--- config.mk ---
export PLATFORM = sky130hd
export DESIGN_NAME = multicycle_control_unit
export DESIGN_NICKNAME = d
export VERILOG_FILES = /design/src/rtl/multicycle_control_unit_pkg.sv /design/src/rtl/multicycle_control_unit_ctrl_decode.sv /design/src/rtl/multicycle_control_unit.sv
export SDC_FILE = /design/constraint.sdc
export NUM_CORES = 1
export LEC_CHECK = 0
export CAP_MARGIN = 20
export CORE_ASPECT_RATIO = 0.7
export CORE_MARGIN = 8
export CORE_UTILIZATION = 49
export DETAILED_ROUTE_END_ITERATION = 8
export GPL_ROUTABILITY_DRIVEN = 0
export PLACE_DENSITY = 0.83
export SLEW_MARGIN = 0
export SYNTH_ARGS = -nofsm -noshare
export SYNTH_HDL_FRONTEND = slang
export SYNTH_HIERARCHICAL = 1
export SYNTH_SLANG_ARGS = --single-unit
--- constraint.sdc ---
create_clock -name clk -period 7 [get_ports clk]
set_clock_uncertainty 0.05 [all_clocks]
set_input_delay 2.1 -clock clk [delete_from_list [all_inputs] [get_ports clk]]
set_output_delay 2.1 -clock clk [all_outputs]
set_load 0.1 [all_outputs]
--- src/rtl/multicycle_control_unit_pkg.sv ---
// Shared encodings for the multicycle control unit: FSM states, RV32I opcodes,
// ALU operation codes and datapath select values.
package multicycle_control_unit_pkg;

  typedef enum logic [2:0] {
    S_IDLE   = 3'd0,
    S_FETCH  = 3'd1,
    S_DECODE = 3'd2,
    S_EXEC   = 3'd3,
    S_MEM    = 3'd4,
    S_WB     = 3'd5,
    S_TRAP   = 3'd6
  } state_e;

  typedef enum logic [2:0] {
    CLS_ALU,
    CLS_BRANCH,
    CLS_JUMP,
    CLS_LOAD,
    CLS_STORE,
    CLS_ILLEGAL
  } op_class_e;

  localparam logic [6:0] OPC_LOAD   = 7'b0000011;
  localparam logic [6:0] OPC_OP_IMM = 7'b0010011;
  localparam logic [6:0] OPC_AUIPC  = 7'b0010111;
  localparam logic [6:0] OPC_STORE  = 7'b0100011;
  localparam logic [6:0] OPC_OP     = 7'b0110011;
  localparam logic [6:0] OPC_LUI    = 7'b0110111;
  localparam logic [6:0] OPC_BRANCH = 7'b1100011;
  localparam logic [6:0] OPC_JALR   = 7'b1100111;
  localparam logic [6:0] OPC_JAL    = 7'b1101111;

  localparam logic [3:0] ALU_ADD  = 4'd0;
  localparam logic [3:0] ALU_SUB  = 4'd1;
  localparam logic [3:0] ALU_SLL  = 4'd2;
  localparam logic [3:0] ALU_SLT  = 4'd3;
  localparam logic [3:0] ALU_SLTU = 4'd4;
  localparam logic [3:0] ALU_XOR  = 4'd5;
  localparam logic [3:0] ALU_SRL  = 4'd6;
  localparam logic [3:0] ALU_SRA  = 4'd7;
  localparam logic [3:0] ALU_OR   = 4'd8;
  localparam logic [3:0] ALU_AND  = 4'd9;

  localparam logic [1:0] SRC_A_PC   = 2'd0;
  localparam logic [1:0] SRC_A_RS1  = 2'd1;
  localparam logic [1:0] SRC_A_ZERO = 2'd2;
  localparam logic [1:0] SRC_B_RS2  = 2'd0;
  localparam logic [1:0] SRC_B_IMM  = 2'd1;
  localparam logic [1:0] SRC_B_FOUR = 2'd2;
  localparam logic [1:0] RES_ALU    = 2'd0;
  localparam logic [1:0] RES_MEM    = 2'd1;
  localparam logic [1:0] RES_PC4    = 2'd2;

  localparam logic [2:0] IMM_I = 3'd0;
  localparam logic [2:0] IMM_S = 3'd1;
  localparam logic [2:0] IMM_B = 3'd2;
  localparam logic [2:0] IMM_U = 3'd3;
  localparam logic [2:0] IMM_J = 3'd4;

  function automatic logic [3:0] alu_code(input logic [2:0] f3, input logic alt);
    case (f3)
      3'd0:    alu_code = alt ? ALU_SUB : ALU_ADD;
      3'd1:    alu_code = ALU_SLL;
      3'd2:    alu_code = ALU_SLT;
      3'd3:    alu_code = ALU_SLTU;
      3'd4:    alu_code = ALU_XOR;
      3'd5:    alu_code = alt ? ALU_SRA : ALU_SRL;
      3'd6:    alu_code = ALU_OR;
      default: alu_code = ALU_AND;
    endcase
  endfunction

  // func3 2 and 3 are not branch encodings; callers treat them as illegal.
  function automatic logic branch_taken(input logic [2:0] f3, input logic zero,
                                        input logic lt, input logic ltu);
    case (f3)
      3'd0:    branch_taken = zero;
      3'd1:    branch_taken = !zero;
      3'd4:    branch_taken = lt;
      3'd5:    branch_taken = !lt;
      3'd6:    branch_taken = ltu;
      3'd7:    branch_taken = !ltu;
      default: branch_taken = 1'b0;
    endcase
  endfunction

endpackage

--- src/rtl/multicycle_control_unit_ctrl_decode.sv ---
// Combinational decode of the latched instruction fields and current state into
// datapath control strobes, plus the instruction class used by the FSM.
module ctrl_decode
  import multicycle_control_unit_pkg::*;
#(
  parameter int ALUCTRL_W = 4
) (
  input  state_e               state,
  input  logic [6:0]           opcode,
  input  logic [4:0]           rd,
  input  logic [2:0]           funct3,
  input  logic [6:0]           funct7,
  input  logic                 mem_ready,
  input  logic                 zero,
  input  logic                 lt,
  input  logic                 ltu,
  output logic                 mem_req,
  output logic                 mem_we,
  output logic                 ir_write,
  output logic                 pc_write,
  output logic                 reg_write,
  output logic [1:0]           alu_src_a,
  output logic [1:0]           alu_src_b,
  output logic [1:0]           result_src,
  output logic [2:0]           imm_src,
  output logic [ALUCTRL_W-1:0] alu_control,
  output logic [2:0]           ls_type,
  output op_class_e            op_class
);

  logic [1:0] ex_src_a;
  logic [1:0] ex_src_b;
  logic [2:0] ex_imm;
  logic [3:0] ex_alu;

  always_comb begin
    op_class = CLS_ILLEGAL;
    ex_src_a = SRC_A_PC;
    ex_src_b = SRC_B_RS2;
    ex_imm   = IMM_I;
    ex_alu   = ALU_ADD;
    case (opcode)
      OPC_OP: begin
        if (funct7 == 7'h00 || (funct7 == 7'h20 && (funct3 == 3'd0 || funct3 == 3'd5))) begin
          op_class = CLS_ALU;
          ex_src_a = SRC_A_RS1;
          ex_alu   = alu_code(funct3, funct7[5]);
        end
      end
      OPC_OP_IMM: begin
        // Only the shift-immediate forms constrain func7; there is no SUBI.
        if ((funct3 != 3'd1 && funct3 != 3'd5) || funct7 == 7'h00 ||
            (funct3 == 3'd5 && funct7 == 7'h20)) begin
          op_class = CLS_ALU;
          ex_src_a = SRC_A_RS1;
          ex_src_b = SRC_B_IMM;
          ex_alu   = alu_code(funct3, funct3 == 3'd5 && funct7[5]);
        end
      end
      OPC_LUI: begin
        op_class = CLS_ALU;
        ex_src_a = SRC_A_ZERO;
        ex_src_b = SRC_B_IMM;
        ex_imm   = IMM_U;
      end
      OPC_AUIPC: begin
        op_class = CLS_ALU;
        ex_src_b = SRC_B_IMM;
        ex_imm   = IMM_U;
      end
      OPC_BRANCH: begin
        if (funct3 != 3'd2 && funct3 != 3'd3) begin
          op_class = CLS_BRANCH;
          ex_src_a = SRC_A_RS1;
          ex_imm   = IMM_B;
          ex_alu   = ALU_SUB;
        end
      end
      OPC_JAL: begin
        op_class = CLS_JUMP;
        ex_src_b = SRC_B_IMM;
        ex_imm   = IMM_J;
      end
      OPC_JALR: begin
        if (funct3 == 3'd0) begin
          op_class = CLS_JUMP;
          ex_src_a = SRC_A_RS1;
          ex_src_b = SRC_B_IMM;
        end
      end
      OPC_LOAD: begin
        if (funct3 != 3'd3 && funct3 != 3'd6 && funct3 != 3'd7) begin
          op_class = CLS_LOAD;
          ex_src_a = SRC_A_RS1;
          ex_src_b = SRC_B_IMM;
        end
      end
      OPC_STORE: begin
        if (funct3 <= 3'd2) begin
          op_class = CLS_STORE;
          ex_src_a = SRC_A_RS1;
          ex_src_b = SRC_B_IMM;
          ex_imm   = IMM_S;
        end
      end
      default: op_class = CLS_ILLEGAL;
    endcase
  end

  always_comb begin
    mem_req     = 1'b0;
    mem_we      = 1'b0;
    ir_write    = 1'b0;
    pc_write    = 1'b0;
    reg_write   = 1'b0;
    alu_src_a   = 2'd0;
    alu_src_b   = 2'd0;
    result_src  = 2'd0;
    imm_src     = 3'd0;
    alu_control = '0;
    ls_type     = 3'd0;
    case (state)
      S_FETCH: begin
        mem_req  = 1'b1;
        ir_write = mem_ready;
      end
      S_EXEC: begin
        if (op_class != CLS_ILLEGAL) begin
          alu_src_a   = ex_src_a;
          alu_src_b   = ex_src_b;
          imm_src     = ex_imm;
          alu_control = ALUCTRL_W'(ex_alu);
          if (op_class == CLS_BRANCH) pc_write = branch_taken(funct3, zero, lt, ltu);
          if (op_class == CLS_JUMP)   pc_write = 1'b1;
        end
      end
      S_MEM: begin
        mem_req = 1'b1;
        mem_we  = (op_class == CLS_STORE);
        ls_type = funct3;
      end
      S_WB: begin
        reg_write = (rd != 5'd0);
        if (op_class == CLS_LOAD)      result_src = RES_MEM;
        else if (op_class == CLS_JUMP) result_src = RES_PC4;
        else                           result_src = RES_ALU;
      end
      default: ;
    endcase
  end

endmodule

--- src/rtl/multicycle_control_unit.sv ---
// Multicycle RV32I control FSM with instruction register and retire counter.
// Define ILLEGAL_TRAP_EN to park in TRAP on illegal instructions; otherwise they retire as NOPs.
module multicycle_control_unit
  import multicycle_control_unit_pkg::*;
#(
  parameter int ALUCTRL_W = 4,
  parameter int RETIRE_W  = 32
) (
  input  logic                 clk,
  input  logic                 rst,
  input  logic [31:0]          instr,
  input  logic                 mem_ready,
  input  logic                 zero,
  input  logic                 lt,
  input  logic                 ltu,
  output logic                 mem_req,
  output logic                 mem_we,
  output logic                 ir_write,
  output logic                 pc_write,
  output logic                 reg_write,
  output logic [31:0]          ir_q,
  output logic [1:0]           alu_src_a,
  output logic [1:0]           alu_src_b,
  output logic [1:0]           result_src,
  output logic [2:0]           imm_src,
  output logic [ALUCTRL_W-1:0] alu_control,
  output logic [2:0]           ls_type,
  output logic [2:0]           state_o,
  output logic [RETIRE_W-1:0]  retired,
  output logic                 illegal
);

  state_e                state_q, state_d;
  logic [31:0]           ir_d;
  logic [RETIRE_W-1:0]   retired_q, retired_d;
  logic                  illegal_q, illegal_d;
  op_class_e             op_class;

  ctrl_decode #(.ALUCTRL_W(ALUCTRL_W)) u_decode (
    .state      (state_q),
    .opcode     (ir_q[6:0]),
    .rd         (ir_q[11:7]),
    .funct3     (ir_q[14:12]),
    .funct7     (ir_q[31:25]),
    .mem_ready  (mem_ready),
    .zero       (zero),
    .lt         (lt),
    .ltu        (ltu),
    .mem_req    (mem_req),
    .mem_we     (mem_we),
    .ir_write   (ir_write),
    .pc_write   (pc_write),
    .reg_write  (reg_write),
    .alu_src_a  (alu_src_a),
    .alu_src_b  (alu_src_b),
    .result_src (result_src),
    .imm_src    (imm_src),
    .alu_control(alu_control),
    .ls_type    (ls_type),
    .op_class   (op_class)
  );

  always_comb begin
    state_d   = state_q;
    ir_d      = ir_q;
    retired_d = retired_q;
    illegal_d = illegal_q;
    case (state_q)
      S_IDLE:   state_d = S_FETCH;
      S_FETCH:  if (mem_ready) state_d = S_DECODE;
      S_DECODE: state_d = S_EXEC;
      S_EXEC: begin
        case (op_class)
          CLS_BRANCH:           state_d = S_FETCH;
          CLS_LOAD, CLS_STORE:  state_d = S_MEM;
          CLS_ILLEGAL: begin
`ifdef ILLEGAL_TRAP_EN
            state_d   = S_TRAP;
            illegal_d = 1'b1;
`else
            state_d   = S_FETCH;
`endif
          end
          default:              state_d = S_WB;
        endcase
      end
      S_MEM:    if (mem_ready) state_d = (op_class == CLS_LOAD) ? S_WB : S_FETCH;
      S_WB:     state_d = S_FETCH;
      S_TRAP:   state_d = S_TRAP;
      default:  state_d = S_IDLE;
    endcase
    if (ir_write) ir_d = instr;
    // An instruction retires exactly when control returns to FETCH after executing.
    if (state_d == S_FETCH && (state_q == S_EXEC || state_q == S_MEM || state_q == S_WB))
      retired_d = retired_q + RETIRE_W'(1);
  end

  always_ff @(posedge clk or posedge rst) begin
    if (rst) begin
      state_q   <= S_IDLE;
      ir_q      <= '0;
      retired_q <= '0;
      illegal_q <= 1'b0;
    end else begin
      state_q   <= state_d;
      ir_q      <= ir_d;
      retired_q <= retired_d;
      illegal_q <= illegal_d;
    end
  end

  assign state_o = state_q;
  assign retired = retired_q;
  assign illegal = illegal_q;

endmodule

==> impl_metrics.toml, run 1 <==
[power_and_ir_drop]
swShare_pct = 58.08
p_leak_uw = 0.002128
peakVddDrop_mv = 0.4286
p_per_area_mw_per_mm2 = 517.7
pwr-share-seq_pct = 25.8
comb_power_share_pct = 62.0
finalPower_uw = 2694
p_int_uw = 1129
power_switching_uw = 1565
clkPwrFrac_pct = 12.2

[global_routing]
grt_pass1_vias = 3120
grt_usage_pct = 19.77
grt_first_pass_wirelength_mm = 16.61
grt_start_max_net_pins = 68
antenna_found_initial = 0
grt.overflow.total = 0

[synthesis]
synthMuxAreaShare_pct = 10.62
async_flop_share_pct = 100.0
synthesis.nets = 393
ys_seq_elements = 67
synth_xor_area_share_pct = 8.283
synth_area_leaders = "dfrtp_1 (45%), mux2_2 (10%), xor2_1 (6.9%), nor2_1 (3.1%), nor3_1 (2.6%)"
synth-main-ff-cell = "dfrtp_1"
synth_fa_ha_area_share_pct = 0.3381
syn_area_sq_mm = 0.003701
yosysWarnings = 6
synth_top_family_by_area = "simple AND/OR/NAND/NOR gates"
syn_inst = 354
synth_edf_count = 0
synth.distinct_cells = 56
synth_top_area_share_pct = 45.30
yosys.area.top_type = "dfrtp_1"
synth_simple_gate_area_share_pct = 24.41
synth_compound_area_share_pct = 7.742
ys_seq_area_share_pct = 45.30
syn_avg_cell_area_sq_um = 10.45

[flow_run]
cap_violations = 0

[place]
dp.cells = 561
io_buffers = 124
placed_cell_area_sq_mm = 0.005001
dp_hpwl_mm = 7.666

[route]
drt_drc_violations_left = 0
avgRoutedWirePerCell_um = 17.52
drt_iter0_markers = 155
via_count = 3117
vias_per_cell = 5.402
drt-total-wl_mm = 10.11
drtAntennaViolNets = 0
drt-pass1-iter-count = 4

[setup_path]
path_delay_family = "buffers and inverters"
critPathBufInv = 2
critPathKind = "in -> out"
rr_worst_depth = 9
critPathSlowestCell = "clkdlybuf4s50_1"
path_max_fanout = 1
rrSetupSlack_ps = 3700
crit_chain = "clkdlybuf4s50_1, mux2i_1, xnor2_1, a22o_1, o2111ai_1, a211oi_2, buf_4"
start_kind = "input pin"
arrival_ps = 3770
regToRegStartpoint = "ir_q[12]$_DFFE_PP0P_"
timing.rr.end = "retired[21]$_DFFE_PP0P_"
required_ps = 4850
worst_setup_path_end_kind = "output port"
max_stage_delay_ps = 410
startpoint = "lt"

[cts]
cts_buffers = 9
cts_resized = 0
clockRootBuffer = "clkbuf_8"
cts_hold_buf = 0
cts_max_level = 3
cts_tree = "yes"
cts_buffer_depth = 2
clk_pin_slew_ps = 70
post_cts_buffers = 0
clock_latency_ps = 340
clkSinkCount = 67

[worst_hold_path]
whs_path_depth = 1
hold_end = "retired[31]$_DFFE_PP0P_"
min_path_type = "reg -> reg"
min-delay-start = "retired[31]$_DFFE_PP0P_"

[timing]
slew_violations = 0
relSlewSlack_pct = 32.19
hold_viol_final = 0
min_period_over_period_pct = 84.62
setup_viol = 0
rsz0062_at_grt = "no"
finalCriticalPeriod_ps = 5923
fmax_ghz = 0.1688
tns_ps = 0
worst_pin_slew_ps = 1014

[final_layout]
stdcell_area_sq_mm = 0.005204
nFillCells = 553
fin_util_pct = 71.09
multi_input_area_sq_mm = 0.001924
seq_area_sq_mm = 0.001677
final_common_cell = "clkdlybuf4s50_1"
syn_to_final_growth_pct = 40.60
finalNonFillerCells = 577
final_cell_mix = "clkdlybuf4s50_1 (122), dfrtp_1 (67), mux2_2 (34), nor2_1 (31), xor2_1 (29)"
antenna_cells = 0
drive_above_1_share_pct = 15.87
final_nets = 513

[floorplan]
die_area_sq_mm = 0.01063
start_util_pct = 50.56
die_w_um = 119.9
rows = 26
ios = 127
design.core.area_sq_mm = 0.007320
die_h_um = 88.72

[status]
status = "completed"
==> cells by family after synthesis <==
group,Yosys count
simple gates,149
flops,67
compound gates,41
xor+xnor,35
mux,35
buf+inv,24
other cells,2
fa+ha+maj,1
==> stage by stage <==
stage / hold slack, ps / setup slack [ps]
finish: 416.2 / 1077
global route: 441.3 / 970.2
CTS: 423.2 / 1066
detailed placement: 413.6 / 1082
global placement: 405.1 / 1046
floorplan: 995.6 / 684.2
==> power groups by stage <==
stage	Sequential (uW)	Combinational (uW)	Clock (uW)
final	694	1670	329
after detailed placement	700	1670	0
after global placement	691	1660	0
after floorplan	1480	505	0
after global routing	721	1730	355
after CTS	694	1680	338
==> flip-flops by register name (all words and copies together), names as in the netlist <==
name     cells
retired     32
ir_q        32
state_o      3
==> per-layer routing <==
metal / vias up / GRT usage [%] / wire (um)
li1: 1498 / - / -
met1: 1499 / 23.98 / 4395
met3: 13 / 7.776 / 814
met4: 0 / 7.562 / 172
met2: 107 / 31.34 / 4726
met5: - / 0 / 0
==> how the worst max path moves through the flow <==
| stage | slack (ps) | to | cells past startpoint |
|---|---|---|---|
| floorplan | 680 | mem_we | 6 |
| global placement | 1050 | pc_write | 7 |
| detailed placement | 1080 | pc_write | 7 |
| CTS | 1070 | pc_write | 7 |
| global route | 970 | pc_write | 7 |
| finish | 1080 | pc_write | 7 |
==> layout make-up <==
class                           count  area share, %
Sequential cell                    67          32.22
Clock buffer                       11          2.717
Timing Repair Buffer              126          24.04
Inverter                            7         0.5049
Clock inverter                      5          1.178
Multi-Input combinational cell    263          36.98
Tap cell                           98          2.356
==> synthesized netlist by cell type, types with 2 or more instances <==
master	count
xnor2_1	6
clkbuf_1	4
nor3_1	19
nand3_1	18
o21a_1	5
nor4_4	3
nor3b_1	2
buf_2	5
conb_1	2
xor2_1	29
nor2_1	31
nor4_1	4
nor3_2	5
and2_1	4
buf_4	3
nand3_2	2
a21boi_0	2
inv_1	6
nand2_1	21
nand4_1	8
mux2_2	34
o21ai_0	8
a211oi_1	2
o21ai_1	2
nand2b_1	7
nor2b_1	6
a21oi_1	13
dfrtp_1	67
nand3b_1	4
and4_1	3
buf_1	4
==> worst reg2reg max path: cells and delay by family, from the launching register on <==
family | cells | cell delay (ps)
xor gates and xnor gates | 1 | 180
DFF | 1 | 560
and+or+nand+nor | 8 | 2380
Note: power is estimated with default switching activity, not from simulation.
==> inputs of run 2 (changes only) <==
- CORE_UTILIZATION: 49 -> 46
- PLACE_DENSITY: 0.83 -> 0.78
- clock period: 7 -> 6.1 ns (I/O delays scaled with it)
==> impl_metrics.toml, run 2 (synthesis results as in run 1) <==
[final_layout]
final_nets = 513
syn_to_final_growth_pct = 44.49
antenna_cells = 0
final_cell_mix = "clkdlybuf4s50_1 (121), dfrtp_1 (67), mux2_2 (34), nor2_1 (31), xor2_1 (29)"
fin_util_pct = 68.23
nFillCells = 627
drive_above_1_share_pct = 15.87
seq_area_sq_mm = 0.001677
multi_input_area_sq_mm = 0.001924
final_common_cell = "clkdlybuf4s50_1"

[cts]
cts_buffer_depth = 2
cts_hold_buf = 0
cts_max_level = 3
clk_pin_slew_ps = 50
cts_resized = 0
cts_tree = "yes"
post_cts_buffers = 0
clock_latency_ps = 330
cts_buffers = 9
clockRootBuffer = "clkbuf_16"
clkSinkCount = 67

[setup_path]
critPathKind = "in -> out"
start_kind = "input pin"
required_ps = 4220
path_max_fanout = 1
arrival_ps = 3480
worst_setup_path_end_kind = "output port"

[timing]
hold_ws_ps = 429.5
slew_violations = 0
finalCriticalPeriod_ps = 5364
rsz0062_at_grt = "no"
worst_pin_slew_ps = 1044
setup_viol = 0
fmax_ghz = 0.1864
relSlewSlack_pct = 30.18
hold_viol_final = 0
tns_ps = 0
min_period_over_period_pct = 87.93

[floorplan]
design.core.area_sq_mm = 0.007838
start_util_pct = 47.22
die_w_um = 123.2
die_h_um = 91.05
die_area_sq_mm = 0.01122
ios = 127
rows = 27

[flow_run]
cap_violations = 0

[global_routing]
grt_first_pass_wirelength_mm = 17.15
grt.overflow.total = 0
grt_usage_pct = 18.92
grt_start_max_net_pins = 36
grt_pass1_vias = 3292
antenna_found_initial = 0

[place]
io_buffers = 124
dp_hpwl_mm = 7.732

[route]
drt-pass1-iter-count = 4
drtAntennaViolNets = 0
drt-total-wl_mm = 10.22
avgRoutedWirePerCell_um = 17.62
vias_per_cell = 5.381
drt_iter0_markers = 173
via_count = 3121
drt_drc_violations_left = 0

[worst_hold_path]
min_path_type = "reg -> reg"

[power_and_ir_drop]
p_leak_uw = 0.002189
peakVddDrop_mv = 0.6418
p_per_area_mw_per_mm2 = 612.9

[status]
status = "completed"
[run 2: changes by cell type in the layout (fill, tap and decap cells not counted)]
| cell | previous run | this run |
|---|---|---|
| buf_12 | 0 | 2 |
| clkbuf_16 | 0 | 9 |
| inv_6 | 1 | 0 |
| clkdlybuf4s50_1 | 122 | 121 |
| clkbuf_1 | 1 | 2 |
| clkbuf_8 | 10 | 1 |
| buf_4 | 4 | 3 |
| clkinv_4 | 2 | 1 |
| bufinv_16 | 1 | 2 |
[run 2: metal layers]
metal  GRT usage [%]  part of all wire [%]  up-vias
li1                -                     -     1492
met1           23.47                    43     1529
met2           28.83                    47       88
met3           8.844                   9.5       12
met4           5.395                   1.1        0
met5               0                     0        -
[run 2: worst paths after layout]
path	endpoint	start	cells past startpoint	slack [ps]
max in group asynchronous	retired[11]$_DFFE_PP0P_	rst	3	3210
setup / recovery	pc_write	lt	7	740
min in group asynchronous	ir_q[23]$_DFFE_PP0P_	rst	2	1880
setup reg to reg	retired[25]$_DFFE_PP0P_	ir_q[12]$_DFFE_PP0P_	9	2820
hold / removal	retired[31]$_DFFE_PP0P_	retired[31]$_DFFE_PP0P_	1	430
hold reg to reg	retired[31]$_DFFE_PP0P_	retired[31]$_DFFE_PP0P_	1	430
[run 2: critical path, cell delays in order]
cell             delay [ps]
clkdlybuf4s50_1         410
mux2i_1                 180
xnor2_1                 140
a22o_1                  210
o2111ai_1               160
a211oi_2                330
buf_12                  210
[run 2: metrics by stage]
| stage | power (uW) | cells | worst slack, ps | cell area (sq um) |
|---|---|---|---|---|
| after global routing | 3415 | 580 | 628.4 | 5348 |
| final | 3278 | 580 | 736.3 | 5348 |
| after floorplan | 2273 | 354 | 54.24 | 3707 |
| after CTS | 3298 | 580 | 745.5 | 5348 |
| after global placement | 2711 | 564 | 760.5 | 5027 |
| after detailed placement | 2728 | 564 | 747.5 | 5027 |
[run 2: cell type report]
class	count	area share, %
Clock inverter	4	1.380
Tap cell	101	2.363
Clock buffer	12	4.609
Multi-Input combinational cell	263	35.99
Timing Repair Buffer	126	23.82
Inverter	7	0.4913
Sequential cell	67	31.35
[run 2: power breakdown]
part	internal [uW]	switching, uW
logic	523	1400
registers	579	225
clock network	369	184
total	1470	1810
